$ cat config.mk
export PLATFORM = sky130hd
export DESIGN_NAME = voice_allocator
export DESIGN_NICKNAME = d
export VERILOG_FILES = /design/src/rtl/voice_allocator_pkg.sv /design/src/rtl/voice_allocator_voice_slot_table.sv /design/src/rtl/voice_allocator.sv
export SDC_FILE = /design/constraint.sdc
export NUM_CORES = 1
export LEC_CHECK = 0
export BUFFER_PORTS_ARGS = -buffer_cell sky130_fd_sc_hd__buf_2
export CAP_MARGIN = 20
export CORE_ASPECT_RATIO = 1.2
export CORE_MARGIN = 2
export CORE_UTILIZATION = 53
export CTS_CLUSTER_SIZE = 30
export DETAILED_ROUTE_END_ITERATION = 6
export GPL_TIMING_DRIVEN = 0
export PLACE_DENSITY = 0.78
export SLEW_MARGIN = 20
export SYNTH_ARGS = -nofsm -noshare
export SYNTH_HDL_FRONTEND = slang
export SYNTH_SLANG_ARGS = --single-unit
export TNS_END_PERCENT = 1
$ cat constraint.sdc
create_clock -name sys_clk -period 3.7 [get_ports sys_clk]
set_input_delay 0.185 -clock sys_clk [delete_from_list [all_inputs] [get_ports sys_clk]]
set_output_delay 0.185 -clock sys_clk [all_outputs]
set_load 0.01 [all_outputs]
$ cat src/rtl/voice_allocator_pkg.sv
// Shared types and sizing for the voice allocator: widths, FSM states,
// per-voice slot record and the slot-table update command.
package synth_pkg;

  localparam int NUM_VOICES = 4;
  localparam int VOICE_W    = 2;
  localparam int NOTE_W     = 7;
  localparam int D_W        = 16;

  typedef enum logic [1:0] {
    IDLE,
    SEARCH,
    ISSUE
  } state_e;

  typedef enum logic [2:0] {
    CMD_NONE,
    CMD_RETRIG,
    CMD_ALLOC,
    CMD_STEAL,
    CMD_RELEASE
  } slot_cmd_e;

  typedef struct packed {
    logic              active;
    logic [NOTE_W-1:0] note;
    logic [VOICE_W-1:0] age;
  } voice_slot_t;

  // Number of sounding voices, one bit wider than a voice index so a full
  // table can be represented.
  function automatic logic [VOICE_W:0] count_active(input logic [NUM_VOICES-1:0] act);
    logic [VOICE_W:0] n;
    n = '0;
    for (int i = 0; i < NUM_VOICES; i++) begin
      n = n + {{VOICE_W{1'b0}}, act[i]};
    end
    return n;
  endfunction

endpackage

$ cat src/rtl/voice_allocator_voice_slot_table.sv
// Per-voice registers (active flag, note, age) with a scan read port and a
// single ISSUE-cycle update command that keeps the ages of the sounding
// voices a permutation of 0..k-1 (0 = newest).
module voice_slot_table
(
  input  logic                         sys_clk,
  input  logic                         rst,
  input  logic [synth_pkg::VOICE_W-1:0] rd_idx,
  output synth_pkg::voice_slot_t       rd_slot,
  input  synth_pkg::slot_cmd_e         cmd,
  input  logic [synth_pkg::VOICE_W-1:0] cmd_idx,
  input  logic [synth_pkg::NOTE_W-1:0]  cmd_note,
  output logic [synth_pkg::NUM_VOICES-1:0] active
);
  import synth_pkg::*;

  localparam logic [VOICE_W-1:0] AGE_MAX = VOICE_W'(NUM_VOICES - 1);
  localparam logic [VOICE_W-1:0] AGE_ONE = VOICE_W'(1);

  voice_slot_t        slots [NUM_VOICES];
  logic [VOICE_W-1:0] ref_age;

  assign rd_slot = slots[rd_idx];
  assign ref_age = slots[cmd_idx].age;

  // Apply the allocation decision to every slot's ownership and age
  always_ff @(posedge sys_clk) begin
    if (rst) begin
      for (int i = 0; i < NUM_VOICES; i++) begin
        slots[i].active <= 1'b0;
        slots[i].note   <= '0;
        slots[i].age    <= AGE_MAX;
      end
    end else begin
      for (int i = 0; i < NUM_VOICES; i++) begin
        case (cmd)
          CMD_RETRIG: begin
            if (VOICE_W'(i) == cmd_idx) begin
              slots[i].note <= cmd_note;
              slots[i].age  <= '0;
            end else if (slots[i].active && (slots[i].age < ref_age)) begin
              slots[i].age <= slots[i].age + AGE_ONE;
            end
          end
          CMD_ALLOC: begin
            if (VOICE_W'(i) == cmd_idx) begin
              slots[i].active <= 1'b1;
              slots[i].note   <= cmd_note;
              slots[i].age    <= '0;
            end else if (slots[i].active) begin
              slots[i].age <= slots[i].age + AGE_ONE;
            end
          end
          CMD_STEAL: begin
            if (VOICE_W'(i) == cmd_idx) begin
              slots[i].note <= cmd_note;
              slots[i].age  <= '0;
            end else begin
              slots[i].age <= slots[i].age + AGE_ONE;
            end
          end
          CMD_RELEASE: begin
            if (VOICE_W'(i) == cmd_idx) begin
              slots[i].active <= 1'b0;
              slots[i].age    <= AGE_MAX;
            end else if (slots[i].active && (slots[i].age > ref_age)) begin
              slots[i].age <= slots[i].age - AGE_ONE;
            end
          end
          default: begin
          end
        endcase
      end
    end
  end

  // Gather the per-voice sounding flags into one vector
  always_comb begin
    active = '0;
    for (int i = 0; i < NUM_VOICES; i++) begin
      active[i] = slots[i].active;
    end
  end

endmodule

$ cat src/rtl/voice_allocator.sv
// Polyphonic voice scheduler: accepts one note event, scans the voice table
// one slot per cycle, then retriggers / allocates / steals / releases a voice
// and strobes the new channel divider to the NCO bank.
module voice_allocator #(
  parameter int NUM_VOICES = 4,
  parameter int VOICE_W    = 2,
  parameter int NOTE_W     = 7,
  parameter int D_W        = 16
) (
  input  logic                  sys_clk,
  input  logic                  rst,
  input  logic                  note_valid,
  input  logic                  note_on,
  input  logic [NOTE_W-1:0]     note_num,
  input  logic [D_W-1:0]        note_div,
  output logic                  note_ready,
  output logic [VOICE_W-1:0]    midi_chan_selected,
  output logic [D_W-1:0]        midi_chan_divider,
  output logic                  midi_chan_update,
  output logic [NUM_VOICES-1:0] voice_active,
  output logic                  steal_event
);
  import synth_pkg::*;

  localparam logic [VOICE_W-1:0] LAST_IDX = VOICE_W'(NUM_VOICES - 1);
  localparam logic [VOICE_W-1:0] IDX_ONE  = VOICE_W'(1);
  localparam logic [VOICE_W:0]   CNT_ONE  = (VOICE_W + 1)'(1);

  state_e              state;
  state_e              state_next;
  logic                accept;
  logic [VOICE_W-1:0]  scan_idx;

  logic                on_q;
  logic [NOTE_W-1:0]   num_q;
  logic [D_W-1:0]      div_q;

  logic                match_found;
  logic [VOICE_W-1:0]  match_idx;
  logic                free_found;
  logic [VOICE_W-1:0]  free_idx;
  logic [VOICE_W-1:0]  oldest_idx;

  logic [VOICE_W-1:0]  sel_q;
  logic [D_W-1:0]      div_hold_q;

  voice_slot_t         rd_slot;
  logic [NUM_VOICES-1:0] active;
  logic [VOICE_W:0]    active_cnt;
  logic [VOICE_W:0]    oldest_age;

  slot_cmd_e           cmd;
  logic [VOICE_W-1:0]  cmd_idx;
  logic                strobe;
  logic [D_W-1:0]      strobe_div;
  logic                steal;

  assign accept     = note_valid & note_ready;
  assign active_cnt = count_active(active);
  assign oldest_age = active_cnt - CNT_ONE;

  voice_slot_table u_slots (
    .sys_clk  (sys_clk),
    .rst      (rst),
    .rd_idx   (scan_idx),
    .rd_slot  (rd_slot),
    .cmd      (cmd),
    .cmd_idx  (cmd_idx),
    .cmd_note (num_q),
    .active   (active)
  );

  // FSM state register
  always_ff @(posedge sys_clk) begin
    if (rst) state <= IDLE;
    else     state <= state_next;
  end

  // FSM next state: one scan cycle per voice, then a single issue cycle
  always_comb begin
    state_next = state;
    case (state)
      IDLE:    if (accept) state_next = SEARCH;
      SEARCH:  if (scan_idx == LAST_IDX) state_next = ISSUE;
      ISSUE:   state_next = IDLE;
      default: state_next = IDLE;
    endcase
  end

  // Latch the accepted event and step the scan index through the table
  always_ff @(posedge sys_clk) begin
    if (rst) begin
      on_q     <= 1'b0;
      num_q    <= '0;
      div_q    <= '0;
      scan_idx <= '0;
    end else if (accept) begin
      on_q     <= note_on;
      num_q    <= note_num;
      div_q    <= note_div;
      scan_idx <= '0;
    end else if (state == SEARCH) begin
      scan_idx <= scan_idx + IDX_ONE;
    end
  end

  // Track matching note, lowest free slot and oldest sounding voice during the scan
  always_ff @(posedge sys_clk) begin
    if (rst || accept) begin
      match_found <= 1'b0;
      match_idx   <= '0;
      free_found  <= 1'b0;
      free_idx    <= '0;
      oldest_idx  <= '0;
    end else if (state == SEARCH) begin
      if (rd_slot.active && (rd_slot.note == num_q) && !match_found) begin
        match_found <= 1'b1;
        match_idx   <= scan_idx;
      end
      if (!rd_slot.active && !free_found) begin
        free_found <= 1'b1;
        free_idx   <= scan_idx;
      end
      if (rd_slot.active && ({1'b0, rd_slot.age} == oldest_age)) begin
        oldest_idx <= scan_idx;
      end
    end
  end

  // FSM outputs: ready in IDLE, and the allocation decision in ISSUE
  always_comb begin
    note_ready = (state == IDLE) && !rst;
    cmd        = CMD_NONE;
    cmd_idx    = '0;
    strobe     = 1'b0;
    strobe_div = '0;
    steal      = 1'b0;
    if ((state == ISSUE) && !rst) begin
      if (on_q) begin
        strobe     = 1'b1;
        strobe_div = div_q;
        if (match_found) begin
          cmd     = CMD_RETRIG;
          cmd_idx = match_idx;
        end else if (free_found) begin
          cmd     = CMD_ALLOC;
          cmd_idx = free_idx;
        end else begin
          cmd     = CMD_STEAL;
          cmd_idx = oldest_idx;
          steal   = 1'b1;
        end
      end else if (match_found) begin
        cmd     = CMD_RELEASE;
        cmd_idx = match_idx;
        strobe  = 1'b1;
      end
    end
  end

  // Remember the last programmed channel so the bank interface holds between strobes
  always_ff @(posedge sys_clk) begin
    if (rst) begin
      sel_q      <= '0;
      div_hold_q <= '0;
    end else if (strobe) begin
      sel_q      <= cmd_idx;
      div_hold_q <= strobe_div;
    end
  end

  assign midi_chan_update   = strobe;
  assign steal_event        = steal;
  assign midi_chan_selected = strobe ? cmd_idx : sel_q;
  assign midi_chan_divider  = strobe ? strobe_div : div_hold_q;
  assign voice_active       = active;

endmodule

* After elaboration in Yosys (flattened, before gate mapping)
Memory sizes are Yosys's and may differ from the RTL's. A register that Yosys moved wholly into a read port is not among the register bits.
Index checks and enable logic that the tools add are counted.
** Operators by class
- Add/subtract/negate cells :: 13
- Order comparisons :: 8
- Equality and inequality tests :: 14
- Muxes and demuxes :: 208
- Bitwise operators :: 53
- Reductions and logical operators :: 26
** Operator list (number)
- two-way mux 1 bit :: 146
- two-way mux 2 bit :: 43
- two-way mux 7 bit :: 12
- OR 1 bit :: 52
- two-way mux 16 bit :: 3
- logical AND 1 bit :: 14
- adder 2 x 1 -> 2 bit, second input constant :: 5
- two-way mux 3 bit :: 3
- > comparator 2 bit :: 4
- < comparator 2 bit :: 4
- AND reduction 2 bit :: 4
- subtractor 2 x 1 -> 2 bit, second input constant :: 4
- equality test 7 bit :: 1
- equality test 3 x 2 -> 1 bit, second input constant :: 2
- equality test 2 bit, first input constant :: 2
- equality test 2 bit, second input constant :: 2
- zero test 1 bit :: 4
- zero test 2 bit :: 2
- != test 2 bit, second input constant :: 2
- one-hot mux 2 bit (2 select lines) :: 1
- adder 2 x 1 -> 3 bit :: 1
- adder 3 x 1 -> 3 bit :: 1
- equality test 2 x 3 -> 1 bit :: 1
- equality test 3 x 1 -> 1 bit, second input constant :: 1
- other kinds (8) :: 8
** Storage, ports and cells
- Register bits :: 54
- RAM bits :: 40
- Input port bits :: 27
- Output and inout port bits :: 25
- Word-level logic and storage cells :: 335
- Memories :: 1
** Memory list
- u_slots.slots :: depth 4, bits a word 10, read ports 6, clocked after memory_dff 1, wr ports 4, RTL line voice_allocator_voice_slot_table.sv:20 : voice_slot_t slots [NUM_VOICES];

* Depth between registers and ports, before layout
Gate-level depths: netlist of run 1.
An unclocked memory read counts as a cell.
- Depth in word-level cells :: 19
- Depth in mapped cells :: 16
- Gate-level depth less buffers :: 13

* By module
From an unflattened synthesis of run 1, not the netlist that was laid out.
** Second synthesis, totals
- Cell total of the unflattened synthesis :: 473
- Area, all modules :: 4865.9 um2
** By module, submodules not included
- voice_slot_table :: instances 1, cells each 225, area an instance 2633.8 um2, seq. area each 1201.2 um2
- voice_allocator :: instances 1, cells each 248, area an instance 2232.1 um2, seq. area each 1081.0 um2

* Worst setup path before layout of run 1
OpenSTA, ideal clock, no wires.
- Path type :: flip-flop to flip-flop
- Start :: register free_found
- End :: memory u_slots.slots[0][1] (netlist name) (data pin)
- Library setup time :: 263 ps
- Arrival time :: 3249 ps
- Required time :: 3437 ps
- Setup slack :: 188 ps
- Cell stages (with the launch flop) :: 16
- Buffers on the path :: 2
- Period minus slack after synthesis :: 3512 ps
- Path through :: dfxtp_1 buf_6 mux2_4 a21boi_1 nor3_1 inv_1 o22ai_1 a221oi_1 ha_1 nand2b_1 nand3_1 a211oi_1 a211o_1 nor4_4 buf_6 a2111o_1
** RTL lines
- start, declared :: RTL line voice_allocator.sv:40 : logic free_found;
- start signal, assigned :: RTL line voice_allocator.sv:112 : free_found <= 1'b0;
- start signal, assigned :: RTL line voice_allocator.sv:121 : free_found <= 1'b1;
- end, declared :: RTL line voice_allocator_voice_slot_table.sv:20

==> results of run 1 <==
==> state kept, by name, indices dropped and copies added, names as in the netlist, named ones only <==
| register | count |
|---|---|
| state | 2 |
| num_q | 7 |
| oldest_idx | 2 |
| on_q | 1 |
| scan_idx | 2 |
| div_hold_q | 16 |
| free_found | 1 |
| free_idx | 2 |
| u_slots.slots | 40 |
| match_found | 1 |
| div_q | 16 |
| match_idx | 2 |
| sel_q | 2 |
==> metrics by stage <==
step | instance area (um^2) | TNS (ns) | utilization (%)
2_1_floorplan | 4910 | 0 | -
3_3_place_gp | 5320 | -19.54 | 58.8
3_5_place_dp | 5320 | -21.69 | 58.8
4_1_cts | 5610 | 0 | 62.1
5_1_grt | 5700 | -0.173 | 63.1
6_report | 5700 | 0 | 63.1
==> per-layer routing <==
layer	vias up	part of all wire [%]	wire length (um)
met5	-	0	0
met3	39	6.6	837
met1	1975	39	5010
met4	0	3.6	455
li1	1933	-	-
met2	190	50	6400
==> synthesized netlist by cell type (13+ instances only) <==
library cell | n | area share [%]
a21oi_1 | 38 | 3.9
a22o_1 | 15 | 2.7
clkbuf_1 | 20 | 1.5
dfxtp_1 | 56 | 23
edfxtp_1 | 40 | 24
inv_1 | 13 | 0.99
nand2_1 | 70 | 5.4
nor2_1 | 32 | 2.4
nor2b_1 | 33 | 4.2
==> power by group through the flow <==
stage | Clock [mW] | Combinational [mW] | Sequential [mW]
after floorplan | 0 | 0.114 | 1.17
after global placement | 0 | 0.157 | 1.17
after detailed placement | 0 | 0.162 | 1.18
after CTS | 0.685 | 0.164 | 1.15
after global routing | 0.727 | 0.181 | 1.16
final | 0.682 | 0.167 | 1.15
==> worst min path at each step <==
stage          cells past startpoint  slack (ns)   endpoint
4_1_cts                            3        0.03   num_q[1]
3_5_place_dp                       3        0.43  div_q[10]
6_report                           3        0.03   div_q[3]
5_1_grt                            3        0.03   div_q[4]
3_3_place_gp                       3        0.43   div_q[8]
2_1_floorplan                      2        0.32   div_q[0]
==> tightest hold or removal path: stages <==
cell,delay [ns]
buf_2,0.10
nand2_1,0.04
a21oi_1,0.05
==> layout make-up <==
cell class,instances,area share (%)
multi-input combinational,352,42.8
tap,120,2.63
clock buffer,9,2.17
inverter,13,0.856
sequential,96,40.8
timing repair buffer,65,6.32
clock inverter,7,1.25
buffer,33,3.16
==> cells by family (layout without fill, tap and decap cells) <==
kind of cell | after synthesis | after routing
simple gates | 191 | 191
compound gates | 116 | 116
flops | 96 | 96
buf+inv | 46 | 127
mux | 21 | 21
xor+xnor | 15 | 15
fa+ha+maj | 9 | 9
==> timing repair <==
action                                 CTS  global route
pin swaps                                4             4
resized for setup                       17             6
hold buffers                             0             0
cloned                                   1             0
endpoints found under the hold margin    0             0
setup endpoints to repair               38            27
setup buffers                            4             9
==> metrics.txt, run 1 <==
worst path arrival time 3.74 ns; Register Area 2330 um^2; Sw Ratio 26.8%; Global Route met1 Usage 30.1%; Worst Tran Pin Value 1.09 ns; ratio of cells with drive above 1 in the final layout 21.6%; Logic pwr share 8.3%; largest family of logic cells by synthesized area simple AND/OR/NAND/NOR gates; CP Class reg -> reg; IO Count 52; worst setup margin 0.111 ns; Die X 91.9 um; Final period util 97.0%; net count after synthesis 529; number of remaining DRC errors 0; Setup violations, final 0; XOR/XNOR Fraction of Synth Area 2.68%; Seq/Total Area, Yosys 47.3%; critical path depth 15; Fin. Hold Viols 0; fin crit period 3.59 ns; Slew HR 26.9%; Longest Clk Path Bufs 2; synthesized instance count 494; Setup crit start kind flip-flop; area fraction in compound gates after synthesis 16.2%; end point of the critical path u_slots.slots[0][2]; FF-to-FF path depth 15; RR Startpoint free_found; Place WS -0.767 ns; H-tree depth 3; peak supply drop 0.000275 V; GR Util met3 4.32%; flops & latches, synth 96; Non-Filler Instances 695; cell mode on critical path buf_4; WL final 12700 um; Static Leak 2.28 nW; Simple-Gate Fraction of Synth Area 20.0%; Multi-input gate area 2440 um^2; Area Overhead vs Synth 16.2%; Layout Nets 605; worst reg2reg path endpoint u_slots.slots[0][2]; Peak Freq 279 MHz; clk slew on worst S/H paths 0.11 ns; Unique masters post-synth 63; routed via count 4137; Ant. Diodes 0; CP top delay family simple AND/OR/NAND/NOR gates; Power Dens Cells 351 nW/um^2; First-pass DRT Iterations 5; CTS tree yes; grt met2 use 45.4%; synth warn 0; DRT iter0 DRCs 336; Root Driver clkbuf_8; most crowded layer after global routing met2; # fillers 793; die height 109 um; first-pass GRT wire length 19800 um; prevailing post-synth register cell dfxtp_1; portion of netlist area occupied by mux cells 6.93%; Sw Pwr 0.537 mW; most frequent cells in the layout nand2_1 (70), buf_2 (54), dfxtp_1 (53); Final Total Pwr 2.00 mW; number of flops mapped to enable cells by yosys 40; Reg power frac 57.6%; DIE AREA 10100 um^2; antenna-violating nets left 0; post-DR wirelength/cell 18.3 um; Hold Crit Class in -> reg; Num CTS Buffers 9; worst stage delay on the critical path 0.56 ns; critical path's slowest cell nor4_4; Tot GR Track Use 25.6%; via count of the first global-routing pass 4050; Num Clock Sinks 96; initial antenna violation count 0; clock power share 34.1%; Starting Density 54.3%; # placed instances 665; Buf/Inv on CP 4; most common cell after layout, fill and taps aside nand2_1; total congestion overflow 0; status finished clean; Post-Synth Adder-Cell Area 2.40%; nature of the critical path endpoint flip-flop; routability cong. 0.992; Cell Area, Synth 4910 um^2; Critical Path Start free_found; standard-cell rows 38; final hold slack 0.0277 ns; worst reg2reg setup slack 0.11 ns; CP Data Required Time 3.86 ns; CORE AREA 9030 um^2; Synth async-reset ratio 0%; worst skew pair latency 0.38 ns; drt via density 5.95; fin. max-slew vios 0; max-cap check violation count 0; Cell Chain, Critical Path buf_6 -> mux2_4 -> a21boi_4 -> nor3_4 -> inv_1 -> o22ai_2 -> a221oi_2 -> buf_4 -> ha_2 -> nor2_1 -> nor4b_1 -> a21o_1 -> nor4_4 -> buf_4 -> and2b_1; Hold Startpoint note_div[3]; largest net degree at the start of global routing 20; worst-path fanout max 8; clk_skew 0.0119 ns; P_int 1.46 mW; DP HPWL 9000 um; Mean Syn Cell Area 9.94 um^2; IO buf count 51
Note: power is estimated with default switching activity, not from simulation.
==> inputs of run 2 (changes only) <==
- REMOVE_ABC_BUFFERS: unset -> 1
==> run 2 against run 1 <==
- via count decreased by 3.7%
- critical endpoint is now u_slots.slots[0][0]
- count of clock-buffer cells in the layout unchanged
- sequential power about the same
- first-iteration DRC count decreased by 11%
- fmax about the same
- routed wire length decreased by 9.7%
- critical path type unchanged
- combinational power decreased by 17%
==> metrics.txt, run 2 (synthesis results as in run 1) <==
most common cell after layout, fill and taps aside nand2_1 (unchanged); status finished clean (unchanged); Root Driver clkbuf_8 (unchanged); Longest Clk Path Bufs 2 (unchanged); DRT iter0 DRCs 300 (was 336); DP HPWL 7530 um (was 9000 um); Starting Density 54.3% (unchanged); CORE AREA 9030 um^2 (unchanged); clk slew on worst S/H paths 0.10 ns (was 0.11 ns); # fillers 753 (was 793); worst setup margin 0.110 ns (was 0.111 ns); Num CTS Buffers 9 (unchanged); Place WS -1.32 ns (was -0.767 ns); total congestion overflow 0 (unchanged); Num Clock Sinks 96 (unchanged); First-pass DRT Iterations 4 (was 5); placed cell areas 5170 um^2 (was 5320 um^2); IO Count 52 (unchanged); CP Class reg -> reg (unchanged); H-tree depth 3 (unchanged); Layout Nets 567 (was 605); TNS Setup 0 ns (unchanged); Power Dens Cells 352 nW/um^2 (was 351 nW/um^2); antenna-violating nets left 0 (unchanged); Worst Tran Pin Value 0.875 ns (was 1.09 ns); worst reg2reg path endpoint u_slots.slots[0][0] (was u_slots.slots[0][2]); DIE AREA 10100 um^2 (unchanged); CTS tree yes (unchanged); via count of the first global-routing pass 3830 (was 4050); Peak Freq 279 MHz (about the same); Hold Startpoint note_div[10] (was note_div[3]); ratio of cells with drive above 1 in the final layout 20.5% (was 21.6%); routability cong. 0.950 (was 0.992); routed via count 3985 (was 4137); final hold slack 0.0460 ns (was 0.0277 ns); die height 109 um (unchanged); Setup violations, final 0 (unchanged); worst skew pair latency 0.37 ns (was 0.38 ns); WL final 11500 um (was 12700 um); Hold Crit Class in -> reg (unchanged); Final period util 97.0% (about the same); Regs by FF count u_slots.slots (40), div_hold_q (16), div_q (16) (unchanged); drt via density 6.07 (was 5.95); FF-to-FF path depth 13 (was 15); most frequent cells in the layout nand2_1 (70), dfxtp_1 (53), buf_2 (50) (was nand2_1 (70), buf_2 (54), dfxtp_1 (53)); Register Area 2330 um^2 (about the same); worst path arrival time 3.71 ns (was 3.74 ns); first-pass GRT wire length 18500 um (was 19800 um); clk_skew 0.0114 ns (was 0.0119 ns); CP Data Required Time 3.82 ns (was 3.86 ns); Tot GR Track Use 23.4% (was 25.6%); Biggest register u_slots.slots (unchanged); worst-path fanout max 10 (was 8); Static Leak 2.17 nW (was 2.28 nW); fin crit period 3.59 ns (about the same); initial antenna violation count 0 (unchanged); standard-cell rows 38 (unchanged); Final Total Pwr 1.94 mW (was 2.00 mW); post-DR wirelength/cell 17.5 um (was 18.3 um); number of remaining DRC errors 0 (unchanged); post-route cell area 5510 um^2 (was 5700 um^2); Die X 91.9 um (unchanged); hold worst-path end div_q[10] (was div_q[3]); Fin. Hold Viols 0 (unchanged); nature of the critical path endpoint flip-flop (unchanged); largest net degree at the start of global routing 62 (was 20); RR Startpoint free_found (unchanged); Area Overhead vs Synth 12.2% (was 16.2%); max-cap check violation count 0 (unchanged); peak supply drop 0.000354 V (was 0.000275 V); Setup crit start kind flip-flop (unchanged); Ant. Diodes 0 (unchanged); fin. max-slew vios 0 (unchanged); Slew HR 41.7% (was 26.9%); worst reg2reg setup slack 0.11 ns (about the same); Largest register FFs 40 (unchanged); IO buf count 51 (unchanged); hold path cells 3 (unchanged); Multi-input gate area 2460 um^2 (was 2440 um^2)
run 2: cell count changes in the layout (fill, tap and decap cells not counted), moves of 3 or more:
| cell | change |
|---|---|
| clkbuf_1 | -20 |
| buf_4 | -10 |
| buf_2 | -4 |
| buf_6 | -3 |
| dfxtp_2 | -3 |
| dfxtp_4 | +3 |
run 2: per-layer routing:
| layer | routed length [um] | up-vias | GRT usage [%] |
|---|---|---|---|
| met4 | 474 | 0 | 9.59 |
| met2 | 5480 | 208 | 39.1 |
| met3 | 1000 | 44 | 5.69 |
| met5 | 0 | - | 0 |
| li1 | - | 1856 | - |
| met1 | 4510 | 1877 | 29.3 |
run 2: power by group:
group | leakage [nW] | switching [mW] | internal [mW]
Clock | 0.0857 | 0.385 | 0.251
Sequential | 0.847 | 0.0348 | 1.13
Combinational | 1.24 | 0.0738 | 0.0649
Total | 2.17 | 0.494 | 1.44
run 2: what timing repair did:
item                                   in CTS  in global routing
pin swaps                                   4                  2
resized for setup                          21                  8
hold buffers                                0                  0
setup buffers                               4                  3
endpoints found under the hold margin       0                  0
setup endpoints to repair                  39                 27
run 2: through the flow:
step / util [%] / cells
after floorplan: - / 461
after global placement: 56.9 / 632
after detailed placement: 57.2 / 634
after CTS: 60.4 / 654
after global routing: 61.0 / 657
final: 61.0 / 657
run 2: layout make-up:
type	instances	area share, %
Timing Repair Buffer	60	6.04
Inverter	13	0.886
Tap cell	120	2.73
Clock inverter	7	0.977
Multi-Input combinational cell	352	44.7
Clock buffer	9	2.25
Sequential cell	96	42.4
run 2: worst max path at each step:
stage,startpoint,end,slack (ns),cells after the start
after global placement,on_q,u_slots.slots[0][8],-1.96,13
after detailed placement,on_q,u_slots.slots[0][8],-1.32,14
after CTS,free_found,u_slots.slots[0][0],0.0003,14
final,free_found,u_slots.slots[0][0],0.11,13
after global routing,free_found,u_slots.slots[0][0],-0.02,14
after floorplan,on_q,u_slots.slots[0][2],-0.48,11
run 2: critical path, cell delays in order (launching register included):
cell      delay (ns)
dfxtp_4         0.46
mux2_4          0.36
a21boi_4        0.27
buf_4           0.17
nor3_4          0.06
a221oi_2        0.37
ha_2            0.29
nand2b_1        0.14
nand3_1         0.10
a211oi_2        0.28
a211o_1         0.22
nor4_4          0.07
buf_4           0.19
or3_1           0.37
==> inputs of run 3 (changes only) <==
- ABC_AREA: unset -> 1
- GPL_TIMING_DRIVEN: 0 -> unset
==> run 3 against run 2 <==
- clock power grew 5.7%
- synthesized cell count grew 25%
- non-clock buffer count shrank 2
- combinational power grew 46%
- routed wire length decreased by 0.65%
- sequential cell count did not move
- worst setup slack improved by 0.35 ns
- die area decreased by 0.59%
- first-iteration DRC count is 13% lower
- clock skew rose by 0.0021 ns
- cell area down 1.9%
- global-route usage grew 0.24 points
- largest cell class is now registers
- highest routed layer unchanged
==> metrics.txt, run 3 <==
status finished clean (unchanged); CTS Hold Buffers Added 0 (unchanged); worst reg2reg path endpoint u_slots.slots[2][7] (was u_slots.slots[0][0]); drt via density 5.44 (was 6.07); Longest Clk Path Bufs 2 (unchanged); via count of the first global-routing pass 4042 (was 3830); die height 109 um (about the same); CORE AREA 8990 um^2 (was 9030 um^2); Power Dens Cells 377 nW/um^2 (was 352 nW/um^2); clk slew on worst S/H paths 0.10 ns (about the same); nature of the critical path endpoint flip-flop (unchanged); Peak Freq 309 MHz (was 279 MHz); worst reg2reg setup slack 0.46 ns (was 0.11 ns); DP HPWL 8390 um (was 7530 um); Num Clock Sinks 96 (unchanged); # fillers 800 (was 753); Starting Density 54.3% (about the same); clk_skew 0.0135 ns (was 0.0114 ns); Final period util 87.5% (was 97.0%); largest net degree at the start of global routing 38 (was 62); cell taking the most area after synthesis edfxtp_1 (unchanged); Static Leak 2.29 nW (was 2.17 nW); Setup violations, final 0 (unchanged); DIE AREA 9990 um^2 (was 10100 um^2); P_int 1.52 mW (was 1.44 mW); synthesized instance count 618 (was 494); buffer count from post-CTS setup fixing 0 (was 4); Worst Tran Pin Value 0.616 ns (was 0.875 ns); IO Count 52 (unchanged); Num CTS Buffers 9 (unchanged); Logic pwr share 10.0% (was 7.2%); flops & latches, synth 96 (unchanged); ratio of cells with drive above 1 in the final layout 15.9% (was 20.5%); number of remaining DRC errors 0 (unchanged); Fin. Hold Viols 0 (unchanged); max-cap check violation count 0 (unchanged); Largest register FFs 40 (unchanged); Sw Pwr 0.516 mW (was 0.494 mW); number of flops mapped to enable cells by yosys 40 (unchanged); PostCTS Resize Cnt 0 (was 21); Seq/Total Area, Yosys 47.6% (was 47.3%); Die X 91.6 um (was 91.9 um); Hold Startpoint note_div[4] (was note_div[10]); Cell Area, Synth 4880 um^2 (was 4910 um^2); routability cong. 0.976 (was 0.950); Area Overhead vs Synth 10.7% (was 12.2%); initial antenna violation count 0 (unchanged); standard-cell rows 38 (unchanged); antenna-violating nets left 0 (unchanged); hold path cells 3 (unchanged); Tot GR Track Use 23.6% (was 23.4%); Final Total Pwr 2.04 mW (was 1.94 mW); hold worst-path end div_q[4] (was div_q[10]); CP Class reg -> reg (unchanged); worst skew pair latency 0.37 ns (about the same); first-pass GRT wire length 18600 um (was 18500 um); Biggest register u_slots.slots (unchanged); TNS Setup 0 ns (unchanged); total congestion overflow 0 (unchanged); Regs by FF count u_slots.slots (40), div_hold_q (16), div_q (16) (unchanged); Mean Syn Cell Area 7.90 um^2 (was 9.94 um^2); clock power share 33.0% (was 32.8%); worst-path fanout max 24 (was 10); routed via count 4289 (was 3985); synth warn 0 (unchanged); Slew HR 58.9% (was 41.7%); RR Startpoint free_found (unchanged); Synth async-reset ratio 0% (unchanged); Hold Crit Class in -> reg (unchanged); Unique masters post-synth 43 (was 63); Sw Ratio 25.3% (was 25.5%); most frequent cells in the layout nand2_1 (162), nor2_1 (69), a21oi_1 (69) (was nand2_1 (70), dfxtp_1 (53), buf_2 (50)); top-area cell type share of the netlist area 24.6% (was 24.5%); DRT iter0 DRCs 262 (was 300); peak supply drop 0.000278 V (was 0.000354 V); CP Data Required Time 3.79 ns (was 3.82 ns); fin. max-slew vios 0 (unchanged); prevailing post-synth register cell dfxtp_1 (unchanged); WL final 11400 um (was 11500 um); top cells by area, synth edfxtp_1 (25%), dfxtp_1 (23%), nand2_1 (12%), a21oi_1 (7.1%), nor2_1 (5.3%) (was edfxtp_1 (24%), dfxtp_1 (23%), nand2_1 (5.4%), mux4_2 (4.6%), nor2b_1 (4.2%)); RSZ-0062 raised after global routing no; post-DR wirelength/cell 14.5 um (was 17.5 um); FF-to-FF path depth 16 (was 13); First-pass DRT Iterations 7 (was 4); Layout Nets 698 (was 567); Setup crit start kind flip-flop (unchanged); worst path arrival time 3.33 ns (was 3.71 ns); H-tree depth 3 (unchanged); top cells by count, synth nand2_1 (162), a21oi_1 (69), nor2_1 (69) (was nand2_1 (70), dfxtp_1 (56), edfxtp_1 (40)); Reg power frac 57.0% (was 60.0%); IO buf count 51 (unchanged); Root Driver clkbuf_8 (unchanged); fin crit period 3.24 ns (was 3.59 ns); Ant. Diodes 0 (unchanged); final core area utilization 60.1% (was 61.0%); most common cell after layout, fill and taps aside nand2_1 (unchanged); CTS tree yes (unchanged); most frequent cell after synthesis nand2_1 (unchanged)
run 3: metrics by stage:
step	hold WS [ns]	std cells	cell area [um^2]	setup WS (ns)
final	0.0638	788	5400	0.464
after global routing	0.0655	788	5400	0.168
after CTS	0.0587	788	5400	0.480
after detailed placement	0.444	772	5220	0.526
after global placement	0.434	772	5220	0.618
after floorplan	0.254	594	4760	0.978
run 3: worst max path at each step:
stage | startpoint | endpoint | cells past startpoint
after detailed placement | free_found | u_slots.slots[2][3] | 16
after CTS | free_found | u_slots.slots[2][3] | 16
after global routing | free_found | u_slots.slots[2][6] | 16
after global placement | free_found | u_slots.slots[2][3] | 16
after floorplan | free_found | u_slots.slots[2][2] | 16
final | free_found | u_slots.slots[2][7] | 16
run 3: cell families (layout without fill, tap and decap cells):
kind of cell / Yosys count / count (layout) / synth area share [%]
and+or+nand+nor: 301 / 301 / 28.1
AOI/OAI and AO/OA: 124 / 124 / 13.7
buffers and inverters: 80 / 130 / 6.82
adders and majority gates: 8 / 8 / 2.21
xor gates and xnor gates: 9 / 9 / 1.62
DFF: 96 / 96 / 47.6
run 3: cell type report:
type | count | area [um^2] | area share, %
Clock buffer | 11 | 131 | 2.43
Clock inverter | 5 | 55.1 | 1.02
Inverter | 56 | 211 | 3.91
Multi-Input combinational cell | 442 | 2220 | 41.2
Sequential cell | 96 | 2320 | 43.0
Tap cell | 120 | 150 | 2.78
Timing Repair Buffer | 58 | 308 | 5.70
run 3: per-layer routing:
layer  wire length (um)  track usage, %  part of all wire [%]
met5                  0               0                     0
met1               4670            27.8                    41
met3                725            4.15                   6.4
met2               5680            41.6                    50
met4                319            11.8                   2.8
run 3: power groups by stage:
stage	clock network (mW)	registers, mW	logic (mW)
floorplan	0	1.18	0.129
global placement	0	1.18	0.197
detailed placement	0	1.19	0.202
CTS	0.677	1.16	0.203
global route	0.721	1.17	0.229
finish	0.672	1.16	0.203
run 3: critical path: stages (launching register included):
cell and delay, ns:
dfxtp_1 0.47, inv_2 0.08, nand2_1 0.06, nand2_1 0.06, nand3_2 0.08, nand2_4 0.09, nand2_8 0.11, nor2_2 0.06
inv_1 0.12, o22ai_1 0.09, a221oi_1 0.52, ha_1 0.28, a21oi_1 0.09, nand2_1 0.12, nand3_2 0.11, nor2_4 0.46
a21oi_1 0.15
